### src/rtl/battousai_mem_pkg.sv
// Shared decode constants, FSM states and size/alignment helpers for the
// multicycle data-memory access stage.
package battousai_mem_pkg;

  localparam logic [6:0] OP_LOAD  = 7'd3;
  localparam logic [6:0] OP_STORE = 7'd35;

  localparam logic [2:0] F3_B  = 3'd0;
  localparam logic [2:0] F3_H  = 3'd1;
  localparam logic [2:0] F3_W  = 3'd2;
  localparam logic [2:0] F3_D  = 3'd3;
  localparam logic [2:0] F3_BU = 3'd4;
  localparam logic [2:0] F3_HU = 3'd5;
  localparam logic [2:0] F3_WU = 3'd6;

  typedef enum logic [1:0] {
    ST_IDLE  = 2'd0,
    ST_READ  = 2'd1,
    ST_WRITE = 2'd2,
    ST_DONE  = 2'd3
  } state_t;

  function automatic logic [3:0] size_bytes(input logic [2:0] funct3);
    case (funct3)
      F3_B, F3_BU: size_bytes = 4'd1;
      F3_H, F3_HU: size_bytes = 4'd2;
      F3_W, F3_WU: size_bytes = 4'd4;
      default:     size_bytes = 4'd8;
    endcase
  endfunction

  function automatic logic align_ok(input logic [2:0] funct3, input logic [2:0] off);
    case (size_bytes(funct3))
      4'd1:    align_ok = 1'b1;
      4'd2:    align_ok = (off[0] == 1'b0);
      4'd4:    align_ok = (off[1:0] == 2'b00);
      default: align_ok = (off == 3'b000);
    endcase
  endfunction

  // Right-justified lane mask covering the access size.
  function automatic logic [63:0] size_mask(input logic [2:0] funct3);
    case (size_bytes(funct3))
      4'd1:    size_mask = 64'h0000_0000_0000_00FF;
      4'd2:    size_mask = 64'h0000_0000_0000_FFFF;
      4'd4:    size_mask = 64'h0000_0000_FFFF_FFFF;
      default: size_mask = 64'hFFFF_FFFF_FFFF_FFFF;
    endcase
  endfunction

endpackage

### src/rtl/battousai_store_merge.sv
// Inserts the low bytes of store_data into old_word at byte offset off,
// sized by funct3. Purely combinational.
module battousai_store_merge
  import battousai_mem_pkg::*;
(
  input  logic [63:0] old_word,
  input  logic [63:0] store_data,
  input  logic [2:0]  off,
  input  logic [2:0]  funct3,
  output logic [63:0] merged_word
);

  logic [5:0]  shamt;
  logic [63:0] lane_mask;

  assign shamt       = {off, 3'b000};
  assign lane_mask   = size_mask(funct3) << shamt;
  assign merged_word = (old_word & ~lane_mask) | ((store_data << shamt) & lane_mask);

endmodule

### src/rtl/battousai_mem_access.sv
// Multicycle load/store stage driving a 64-bit doubleword memory without
// byte enables; partial stores are done as read-modify-write.
//
//   state    | meaning
//   ---------+-------------------------------------------------------
//   ST_IDLE  | waiting for start; request decoded and latched here
//   ST_READ  | mem_re held for MEM_LAT cycles, data sampled on last
//   ST_WRITE | single mem_we cycle (sd or merged partial store)
//   ST_DONE  | one-cycle done pulse, start ignored
module battousai_mem_access
  import battousai_mem_pkg::*;
#(
  parameter int MEM_LAT = 1
) (
  input  logic        clk,
  input  logic        reset_n,
  input  logic        start,
  input  logic [31:0] instr,
  input  logic [63:0] addr,
  input  logic [63:0] store_data,
  output logic [63:0] mem_addr,
  output logic        mem_re,
  output logic        mem_we,
  output logic [63:0] mem_wdata,
  input  logic [63:0] mem_rdata,
  output logic [63:0] Dataout,
  output logic        busy,
  output logic        done,
  output logic        misaligned,
  output logic        illegal
);

  state_t      state_q, state_d;
  logic [3:0]  cnt_q, cnt_d;
  logic        is_load_q, is_load_d;
  logic [2:0]  f3_q, f3_d;
  logic [63:0] addr_q, addr_d;
  logic [63:0] sdata_q, sdata_d;
  logic [63:0] data_q, data_d;
  logic [63:0] wdata_q, wdata_d;
  logic        mis_q, mis_d;
  logic        ill_q, ill_d;

  logic [6:0]  opc;
  logic [2:0]  f3;
  logic        req_load;
  logic        req_store;
  logic [63:0] load_word;
  logic [63:0] merged_word;
  logic        unused_instr;

  assign opc          = instr[6:0];
  assign f3           = instr[14:12];
  assign req_load     = (opc == OP_LOAD) && (f3 != 3'd7);
  assign req_store    = (opc == OP_STORE) && !f3[2];
  assign unused_instr = ^{instr[31:15], instr[11:7]};

  assign load_word = (mem_rdata >> {addr_q[2:0], 3'b000}) & size_mask(f3_q);

  battousai_store_merge u_merge (
    .old_word    (mem_rdata),
    .store_data  (sdata_q),
    .off         (addr_q[2:0]),
    .funct3      (f3_q),
    .merged_word (merged_word)
  );

  always_comb begin
    state_d   = state_q;
    cnt_d     = cnt_q;
    is_load_d = is_load_q;
    f3_d      = f3_q;
    addr_d    = addr_q;
    sdata_d   = sdata_q;
    data_d    = data_q;
    wdata_d   = wdata_q;
    mis_d     = mis_q;
    ill_d     = ill_q;

    case (state_q)
      ST_IDLE: begin
        if (start) begin
          is_load_d = req_load;
          f3_d      = f3;
          addr_d    = addr;
          sdata_d   = store_data;
          mis_d     = 1'b0;
          ill_d     = 1'b0;
          if (!(req_load || req_store)) begin
            ill_d   = 1'b1;
            state_d = ST_DONE;
          end else if (!align_ok(f3, addr[2:0])) begin
            mis_d   = 1'b1;
            state_d = ST_DONE;
          end else if (req_store && (f3 == F3_D)) begin
            wdata_d = store_data;
            state_d = ST_WRITE;
          end else begin
            cnt_d   = 4'(MEM_LAT - 1);
            state_d = ST_READ;
          end
        end
      end
      ST_READ: begin
        if (cnt_q == 4'd0) begin
          if (is_load_q) begin
            data_d  = load_word;
            state_d = ST_DONE;
          end else begin
            wdata_d = merged_word;
            state_d = ST_WRITE;
          end
        end else begin
          cnt_d = cnt_q - 4'd1;
        end
      end
      ST_WRITE: state_d = ST_DONE;
      default:  state_d = ST_IDLE;
    endcase
  end

  always_ff @(posedge clk) begin
    if (!reset_n) begin
      state_q   <= ST_IDLE;
      cnt_q     <= 4'd0;
      is_load_q <= 1'b0;
      f3_q      <= 3'd0;
      addr_q    <= 64'd0;
      sdata_q   <= 64'd0;
      data_q    <= 64'd0;
      wdata_q   <= 64'd0;
      mis_q     <= 1'b0;
      ill_q     <= 1'b0;
    end else begin
      state_q   <= state_d;
      cnt_q     <= cnt_d;
      is_load_q <= is_load_d;
      f3_q      <= f3_d;
      addr_q    <= addr_d;
      sdata_q   <= sdata_d;
      data_q    <= data_d;
      wdata_q   <= wdata_d;
      mis_q     <= mis_d;
      ill_q     <= ill_d;
    end
  end

  assign mem_addr   = {addr_q[63:3], 3'b000};
  assign mem_re     = (state_q == ST_READ);
  assign mem_we     = (state_q == ST_WRITE);
  assign mem_wdata  = wdata_q;
  assign Dataout    = data_q;
  assign busy       = (state_q != ST_IDLE);
  assign done       = (state_q == ST_DONE);
  assign misaligned = mis_q;
  assign illegal    = ill_q;

endmodule

### config.mk
export PLATFORM = sky130hd
export DESIGN_NAME = battousai_mem_access
export DESIGN_NICKNAME = d
export VERILOG_FILES = /design/src/rtl/battousai_mem_pkg.sv /design/src/rtl/battousai_store_merge.sv /design/src/rtl/battousai_mem_access.sv
export SDC_FILE = /design/constraint.sdc
export NUM_CORES = 1
export LEC_CHECK = 0
export CORE_MARGIN = 5
export CORE_UTILIZATION = 39
export DETAILED_ROUTE_END_ITERATION = 6
export PLACE_DENSITY = 0.69
export SLEW_MARGIN = 20
export SYNTH_ARGS = -nofsm -noshare
export SYNTH_HDL_FRONTEND = slang
export SYNTH_HIERARCHICAL = 1
export SYNTH_SLANG_ARGS = --single-unit
### constraint.sdc
create_clock -name clk -period 5.25 [get_ports clk]
set_input_delay 0.7875 -clock clk [delete_from_list [all_inputs] [get_ports clk]]
set_output_delay 0.7875 -clock clk [all_outputs]
set_load 0.02 [all_outputs]
==> results of run 1 <==
[power groups by stage]
stage               clock network (mW)  logic (mW)  registers [mW]
floorplan                            0        2.25            3.00
global placement                     0        3.69            2.84
detailed placement                   0        3.73            2.86
CTS                               2.22        3.75            2.82
global route                      2.31        4.02            2.87
finish                            2.19        3.75            2.82
[layout make-up]
class | instances | area [um^2]
multi-input cells | 1224 | 7930
clock inverters | 11 | 93.8
clock buffers | 44 | 946
inverters | 13 | 53.8
repair buffers | 410 | 4100
well taps | 468 | 586
flip-flops and latches | 267 | 5350
fillers | 3457 | 17500
[worst register-to-register path: stages (launching register included)]
cell and delay (ps):
dfxtp_2 780, buf_4 420, nand2b_1 850, o22ai_1 290, a21oi_1 200, a21oi_1 150, mux2i_1 220, a211oi_1 100
[layer usage]
| layer | track usage [%] | vias up | part of all wire (%) |
|---|---|---|---|
| met5 | 0 | - | 0.15 |
| met4 | 10.8 | 12 | 4.4 |
| met3 | 7.78 | 141 | 10 |
| met2 | 41.6 | 687 | 45 |
| met1 | 32.7 | 6487 | 40 |
| li1 | - | 6453 | - |
[flip-flops by register name, summed over array words and instances, names as in the netlist]
name and flops:
Dataout 64, addr_q 64, mem_wdata 64, sdata_q 64
cnt_q 4, f3_q 2, state_q 2, illegal 1
is_load_q 1, misaligned 1
[through the flow]
| step | instances | hold slack (ps) | setup WS (ps) | utilization, % | instance area [um^2] |
|---|---|---|---|---|---|
| floorplan | 1708 | 434 | 3120 | - | 14400 |
| global placement | 2382 | 441 | 1830 | 49.3 | 18000 |
| detailed placement | 2382 | 446 | 1750 | 49.3 | 18000 |
| CTS | 2437 | 454 | 2050 | 52.2 | 19100 |
| global route | 2437 | 472 | 1930 | 52.2 | 19100 |
| finish | 2437 | 452 | 2080 | 52.2 | 19100 |
[worst paths after layout]
kind | startpoint | to | slack [ps] | cells past startpoint
min reg2reg | addr_q[30]$_SDFFE_PN0P_ | addr_q[30]$_SDFFE_PN0P_ | 450 | 2
max reg2reg | addr_q[2]$_SDFFE_PN0P_ | mem_wdata[43]$_SDFFE_PN0P_ | 2080 | 7
min | addr_q[30]$_SDFFE_PN0P_ | addr_q[30]$_SDFFE_PN0P_ | 450 | 2
max | addr_q[2]$_SDFFE_PN0P_ | mem_wdata[43]$_SDFFE_PN0P_ | 2080 | 7
==> metrics.csv, run 1 <==
stage;metric;value;unit
worst_setup_path;crit_family;simple AND/OR/NAND/NOR gates;
routing;drc;0;
timing;maxSlewHeadroom;31.0;%
pwr;p_int;5.35;mW
timing;finalSetupViolCount;0;
clocking;ctsResizeCount;0;
worst_setup_path;crit_chain;buf_4 -> nand2b_1 -> o22ai_1 -> a21oi_1 -> a21oi_1 -> mux2i_1 -> a211oi_1;
worst_setup_path;worstSetupEndpointType;flip-flop;
routing;drtIter0Drc;1241;
pwr;sw_frac_of_total;39.0;%
cells_and_area;drive_above_1_share;8.99;%
placed_design;dp_hpwl;42800;um
floorplan;io_pins;425;
placed_design;portBuffers;399;
hold_path;hp-class;flip-flop to flip-flop;
cells_and_area;layout_commonest_cell;clkdlybuf4s50_1;
logic_synthesis;synth.avg_cell_area;8.45;um^2
clocking;clock-root-buffer;clkbuf_16;
grt;grt_usage;26.0;%
floorplan;start_util;39.5;%
pwr;p_total;8.76;mW
timing;drv_slew;0;
timing;hold_viol;0;
timing;fin_crit;3170;ps
worst_setup_path;cp_slowest_stage_delay;840;ps
timing;finalSetupTns;0;ps
grt;grt_pass1_vias;13200;
floorplan;die-area;40900;um^2
worst_setup_path;cp.arrival;3570;ps
cells_and_area;area_growth;32.2;%
clocking;tritoncts;yes;
worst_setup_path;critPathRequiredTime;5650;ps
logic_synthesis;yosys_warnings;6;
pwr;power.net_switching;3.41;mW
cells_and_area;layout.nets;2178;
floorplan;die_h;202;um
routing;routed_wl;56800;um
job;maxCapViolCount;0;
clocking;cts.sinks;267;
worst_setup_path;path_max_fanout;31;
routing;wl_per_cell;23.3;um
worst_setup_path;criticalPathCategory;flip-flop to flip-flop;
pwr;combPwrFrac;42.8;%
routing;viasPerCell;5.65;
pwr;powerDensity;459;nW/um^2
grt;antenna_found_initial;6;
worst_setup_path;cp.buffers_inverters;1;
clocking;numCtsBuffers;30;
grt;gr-total-overflow;0;
clocking;hold_buffers;0;
worst_setup_path;critPathSlowestCell;nand2b_1;
worst_setup_path;start_kind;flip-flop;
clocking;h-tree-depth;1;
floorplan;row_count;70;
clocking;worstSkewPairLatency;570;ps
timing;clock-skew-final;9.13;ps
timing;rsz0062_at_grt;false;
pwr;max-vdd-ir-drop;0.000255;V
run_status;status;finished, final reports clean;
timing;timing.fmax;316;MHz
pwr;power_frac_seq;32.2;%
floorplan;die_w;202;um
routing;vias;13800;
logic_synthesis;netlist_instances;1706;
clocking;post_cts_buffers;0;
cells_and_area;antenna_cells;0;
pwr;p_clk_share;25.0;%
cells_and_area;most-common-layout-cells;clkdlybuf4s50_1 (399), nand2_1 (317), dfxtp_1 (264);
floorplan;core_area;36500;um^2
pwr;p_leak;6.66;nW
clocking;path_clk_slew;60;ps
worst_setup_path;cp_common_cell;a21oi_1;
clocking;clock_path_buffers;3;
grt;grt_pass1_wl;82800;um
logic_synthesis;netlist_area;14400;um^2
timing;layout_worst_path_cycle_share;60.4;%
grt;grt_max_degree;167;
placed_design;place.gp.congestion;0.927;
routing;first_pass_iters;6;
routing;ant_nets;0;
timing;worst_pin_slew;1040;ps
No activity file was read; power rests on OpenSTA's default activity.
==> run 2, diff against run 1 <==
- clock period: 5.25 -> 3.26 ns (I/O delays scaled with it)
==> run 2 against run 1 <==
  * Global-route usage is essentially flat
  * Total power rose by 60%
  * Clock-buffer cell count up 2
  * Flip-flop and latch count did not move
  * Critical path depth fell by 4
  * Clock power grew 49%
  * Die area unchanged
  * Utilization rose by 0.40 points
  * Cell count up 1.1%
  * Setup slack got worse by 1600 ps
  * Clock skew increased by 2.7 ps
  * Cell area grew 0.77%
  * Largest cell class unchanged
==> metrics.csv, run 2 (same netlist as run 1, synthesis figures left out) <==
stage;metric;value;unit;change
run_status;status;finished, final reports clean;;
placed_design;portBuffers;399;;unchanged
routing;drc;0;;unchanged
clocking;numCtsBuffers;30;;unchanged
routing;routed_wl;56900;um;+0.13%
floorplan;io_pins;425;;unchanged
timing;finalSetupViolCount;0;;unchanged
clocking;tritoncts;yes;;
timing;timing.fmax;361;MHz;
grt;grt_usage;26.0;%;about the same
worst_setup_path;critPathSlowestCell;clkdlybuf4s50_1;;
worst_setup_path;cp.buffers_inverters;2;;+1
cells_and_area;drive_above_1_share;9.73;%;+0.74 points
routing;wl_per_cell;23.1;um;-0.93%
routing;first_pass_iters;6;;unchanged
cells_and_area;fin_area;19200;um^2;+0.77%
cells_and_area;fill_cells;3361;;-2.8%
grt;grt_pass1_vias;13100;;-0.55%
worst_setup_path;cp.arrival;2280;ps;-1290 ps
worst_setup_path;cp_slowest_stage_delay;730;ps;-110 ps
clocking;worstSkewPairLatency;570;ps;about the same
placed_design;place_area;18200;um^2;+1.3%
timing;drv_slew;0;;unchanged
job;maxCapViolCount;0;;unchanged
timing;hold_viol;0;;unchanged
clocking;path_clk_slew;60;ps;about the same
floorplan;row_count;70;;unchanged
routing;wl_met3;5490;um;-4.1%
routing;viasPerCell;5.60;;-0.93%
clocking;hold_buffers;0;;unchanged
routing;route.top_layer_used;met5;;
worst_setup_path;worstSetupEndpointType;output pin;;
routing;drtIter0Drc;1283;;+3.4%
pwr;max-vdd-ir-drop;0.000488;V;+91%
timing;worst_pin_slew;836;ps;-199 ps
clocking;clock_path_buffers;3;;unchanged
grt;gr-total-overflow;0;;unchanged
worst_setup_path;critPathRequiredTime;2770;ps;-2880 ps
timing;maxSlewHeadroom;44.0;%;+13 points
worst_setup_path;crit_chain;ha_4 -> buf_4 -> clkdlybuf4s50_1;;
placed_design;place.gp.congestion;0.949;;+2.4%
clocking;ctsResizeCount;0;;unchanged
cells_and_area;layout_commonest_cell;clkdlybuf4s50_1;;
floorplan;core_area;36500;um^2;unchanged
floorplan;start_util;39.5;%;unchanged
timing;clock-skew-final;11.8;ps;+2.66 ps
grt;antenna_found_initial;4;;-2
worst_setup_path;path_max_fanout;27;;-13%
clocking;cts.sinks;267;;unchanged
grt;grt_max_degree;97;;-42%
clocking;post_cts_buffers;0;;unchanged
timing;rsz0062_at_grt;false;;
floorplan;die-area;40900;um^2;unchanged
cells_and_area;layout.nets;2202;;+1.1%
timing;finalSetupTns;0;ps;unchanged
cells_and_area;most-common-layout-cells;clkdlybuf4s50_1 (399), nand2_1 (317), dfxtp_1 (264);;
floorplan;die_h;202;um;unchanged
cells_and_area;area_growth;33.2;%;
routing;vias;13800;;+0.12%
routing;drt-met1-wl;22900;um;+1.2%
clocking;h-tree-depth;1;;unchanged
timing;fin_crit;2770;ps;
worst_setup_path;criticalPathCategory;flip-flop to output pin;;
timing;layout_worst_path_cycle_share;85.1;%;
pwr;powerDensity;728;nW/um^2;+58%
clocking;clock-root-buffer;clkbuf_16;;
worst_setup_path;crit_family;buffers and inverters;;
worst_setup_path;start_kind;flip-flop;;
pwr;p_leak;6.76;nW;+1.4%
grt;grt_pass1_wl;83100;um;+0.46%
routing;ant_nets;0;;unchanged
routing;wl_met2;26500;um;+2.4%
placed_design;dp_hpwl;43800;um;+2.3%
floorplan;die_w;202;um;unchanged
hold_path;hp-class;flip-flop to flip-flop;;
[run 2: changes by cell type in the layout (fill, tap and decap cells not counted), moves of 3 or more]
| cell | change |
|---|---|
| buf_4 | +20 |
| clkbuf_1 | +6 |
| buf_12 | +4 |
| clkinv_4 | -3 |
[run 2: path summary, 6_finish.rpt]
| check | cells after the start | to | startpoint | slack (ps) |
|---|---|---|---|---|
| min | 2 | Dataout[17]$_SDFFE_PN0P_ | Dataout[17]$_SDFFE_PN0P_ | 450 |
| max reg2reg | 9 | mem_wdata[11]$_SDFFE_PN0P_ | cnt_q[0]$_SDFFE_PN0P_ | 520 |
| max | 3 | mem_re | state_q[0]$_SDFFE_PN0P_ | 490 |
| min reg2reg | 2 | Dataout[17]$_SDFFE_PN0P_ | Dataout[17]$_SDFFE_PN0P_ | 450 |
[run 2: stage by stage]
step	util, %	hold WS, ps	power, mW	setup WS [ps]	cells
3_5_place_dp	50.0	447	10.7	467	2406
5_1_grt	52.6	439	14.7	327	2462
6_report	52.6	452	14.0	486	2463
3_3_place_gp	50.0	441	10.7	539	2406
2_1_floorplan	-	434	8.46	1230	1708
4_1_cts	52.6	426	14.1	442	2462
[run 2: layout make-up]
class,instances,area [um^2],area share [%]
Multi-Input combinational cell,1224,7930,41.3
Sequential cell,267,5350,27.9
Tap cell,468,586,3.05
Antenna cell,1,2.50,0.0130
Clock inverter,10,66.3,0.345
Clock buffer,46,891,4.64
Inverter,13,53.8,0.280
Timing Repair Buffer,434,4330,22.5
[run 2: worst reg2reg max path: stages (launching register included)]
cell	delay, ps
dfxtp_1	330
inv_1	140
ha_1	260
nor3b_2	350
o22ai_1	290
nor4_4	420
buf_12	230
buf_12	270
nor2_1	120
a211oi_1	230
[run 2: routing by layer]
metal,track usage (%),vias to the layer above
met1,32.4,6517
met5,0,-
met4,8.49,8
met3,8.49,109
li1,-,6521
met2,42.7,642
[run 2: where the power goes]
part | leakage (nW) | internal [mW] | switching, mW
clock | 0.476 | 1.88 | 1.39
sequential | 2.18 | 3.95 | 0.546
combinational | 4.10 | 2.69 | 3.52
==> run 3, diff against run 2 <==
- GPL_TIMING_DRIVEN: not set -> 0
==> run 3 against run 2 <==
  * Die area is the same
  * First-iteration DRC count decreased by 14%
  * Highest routed layer unchanged
  * Clock skew is essentially flat
  * Sequential power about the same
  * Clock-buffer cell count is 5 lower
  * Via count up 6.4%
  * Combinational power increased by 8.8%
  * Utilization up 2.3 points
  * Clock power rose by 11%
==> metrics.csv, run 3 (same netlist as run 1, synthesis figures left out) <==
stage;metric;value;unit;change
run_status;status;finished, final reports clean;;
clocking;cts.sinks;267;;unchanged
worst_setup_path;critPathRequiredTime;3760;ps;+990 ps
timing;rsz0062_at_grt;false;;
worst_setup_path;rrSetupSlack;210;ps;-310 ps
pwr;powerDensity;742;nW/um^2;+1.9%
placed_design;portBuffers;398;;-0.25%
clocking;h-tree-depth;1;;unchanged
routing;viasPerCell;5.59;;-0.27%
grt;grt_usage;29.4;%;+3.4 points
timing;finalSetupViolCount;0;;unchanged
timing;layout_worst_path_cycle_share;93.6;%;+8.5 points
routing;first_pass_iters;6;;unchanged
worst_setup_path;path_max_fanout;10;;-63%
clocking;clock_path_buffers;3;;unchanged
pwr;p_total;14.9;mW;+6.4%
cells_and_area;layoutNonFillerInstCount;2628;;+6.7%
clocking;post_cts_buffers;0;;unchanged
clocking;numCtsBuffers;30;;unchanged
timing;hold_viol;0;;unchanged
grt;gr-total-overflow;0;;unchanged
worst_setup_path;rr_endpoint;addr_q[2]$_SDFFE_PN0P_;;
job;maxCapViolCount;0;;unchanged
worst_setup_path;endpoint;addr_q[2]$_SDFFE_PN0P_;;
pwr;p_leak;7.27;nW;+7.7%
timing;maxSlewHeadroom;41.1;%;-2.9 points
timing;clock-skew-final;11.6;ps;-0.232 ps
worst_setup_path;r2r_cells;8;;-1
timing;final.setup.worst_slack;209;ps;-277 ps
placed_design;dp_hpwl;51500;um;+17%
clocking;ctsResizeCount;0;;unchanged
cells_and_area;layout.nets;2370;;+7.6%
worst_setup_path;criticalPathCategory;flip-flop to flip-flop;;
cells_and_area;layout_commonest_cell;clkdlybuf4s50_1;;
routing;routed_wl;63800;um;+12%
routing;wl_per_cell;24.3;um;+5.1%
cells_and_area;drive_above_1_share;12.3;%;+2.6 points
pwr;max-vdd-ir-drop;0.000434;V;-11%
timing;fin_crit;3050;ps;+277 ps
placed_design;place_ws;-70.9;ps;-538 ps
routing;drc;0;;unchanged
routing;vias;14700;;+6.4%
floorplan;row_count;70;;unchanged
worst_setup_path;cp.arrival;3550;ps;+1270 ps
worst_setup_path;worstSetupEndpointType;flip-flop;;
placed_design;place_inst;2574;;+7.0%
floorplan;io_pins;425;;unchanged
clocking;clock-root-buffer;clkbuf_16;;
timing;worst_pin_slew;880;ps;+43.9 ps
clocking;worstSkewPairLatency;580;ps;about the same
placed_design;place.gp.congestion;0.995;;+4.8%
floorplan;core_area;36500;um^2;unchanged
floorplan;die-area;40900;um^2;unchanged
floorplan;start_util;39.5;%;unchanged
floorplan;die_h;202;um;unchanged
timing;finalSetupTns;0;ps;unchanged
clocking;hold_buffers;0;;unchanged
routing;ant_nets;0;;unchanged
cells_and_area;most-common-layout-cells;clkdlybuf4s50_1 (398), nand2_1 (318), dfxtp_1 (267);;
worst_setup_path;start_kind;flip-flop;;
clocking;path_clk_slew;60;ps;about the same
cells_and_area;fin_util;54.9;%;+2.3 points
worst_setup_path;startpoint;state_q[0]$_SDFFE_PN0P_;;
worst_setup_path;r2r_start;state_q[0]$_SDFFE_PN0P_;;
floorplan;die_w;202;um;unchanged
grt;grt_pass1_vias;14400;;+10%
grt;grt_max_degree;16;;-84%
routing;drtIter0Drc;1097;;-14%
grt;antenna_found_initial;3;;-1
cells_and_area;area_growth;39.1;%;
hold_path;hp-class;primary input to flip-flop;;
timing;drv_slew;0;;unchanged
grt;grt_pass1_wl;92200;um;+11%
clocking;tritoncts;yes;;
timing;timing.fmax;328;MHz;-9.1%
==> run 3: area by class of cell <==
type                       instances  area (um^2)
clock inverter                    12          221
timing repair buffer             398         3980
buffer                           204         1140
tap                              468          586
clock buffer                      41          832
inverter                          13         48.8
sequential                       267         5350
antenna                            1         2.50
multi-input combinational       1224         7890
fill                            3377        16500
==> run 3: power breakdown <==
group | switching (mW) | internal, mW
combinational | 3.89 | 2.88
clock | 1.39 | 2.25
sequential | 0.513 | 3.95
==> run 3: how the worst min path moves through the flow <==
| stage | startpoint | end | slack [ps] | cells after the start |
|---|---|---|---|---|
| floorplan | sdata_q[56]$_SDFFE_PN0P_ | sdata_q[56]$_SDFFE_PN0P_ | 430 | 2 |
| global placement | addr_q[16]$_SDFFE_PN0P_ | addr_q[16]$_SDFFE_PN0P_ | 440 | 2 |
| detailed placement | Dataout[27]$_SDFFE_PN0P_ | Dataout[27]$_SDFFE_PN0P_ | 440 | 2 |
| CTS | reset_n | cnt_q[1]$_SDFFE_PN0P_ | 350 | 3 |
| global route | reset_n | cnt_q[2]$_SDFFE_PN0P_ | 400 | 3 |
| finish | reset_n | cnt_q[1]$_SDFFE_PN0P_ | 380 | 3 |
==> run 3: per-stage QoR <==
step / area [um^2] / hold slack (ps)
final: 20100 / 376
after global routing: 20100 / 398
after CTS: 20100 / 348
after detailed placement: 19000 / 442
after global placement: 19000 / 442
after floorplan: 14400 / 434
==> run 3: worst max-delay path, stage by stage, from the launching register on <==
cell and delay (ps):
dfxtp_1 340, inv_1 100, ha_1 260, and2_1 150, clkbuf_1 590, clkbuf_1 680
clkbuf_1 480, nand2_1 200, a21oi_1 160
==> run 3: metal layers <==
metal | share of wire [%] | GRT usage [%]
met5 | 0.020 | 0
met4 | 4.0 | 10.5
met3 | 10 | 9.23
met2 | 45 | 47.6
met1 | 41 | 37.0
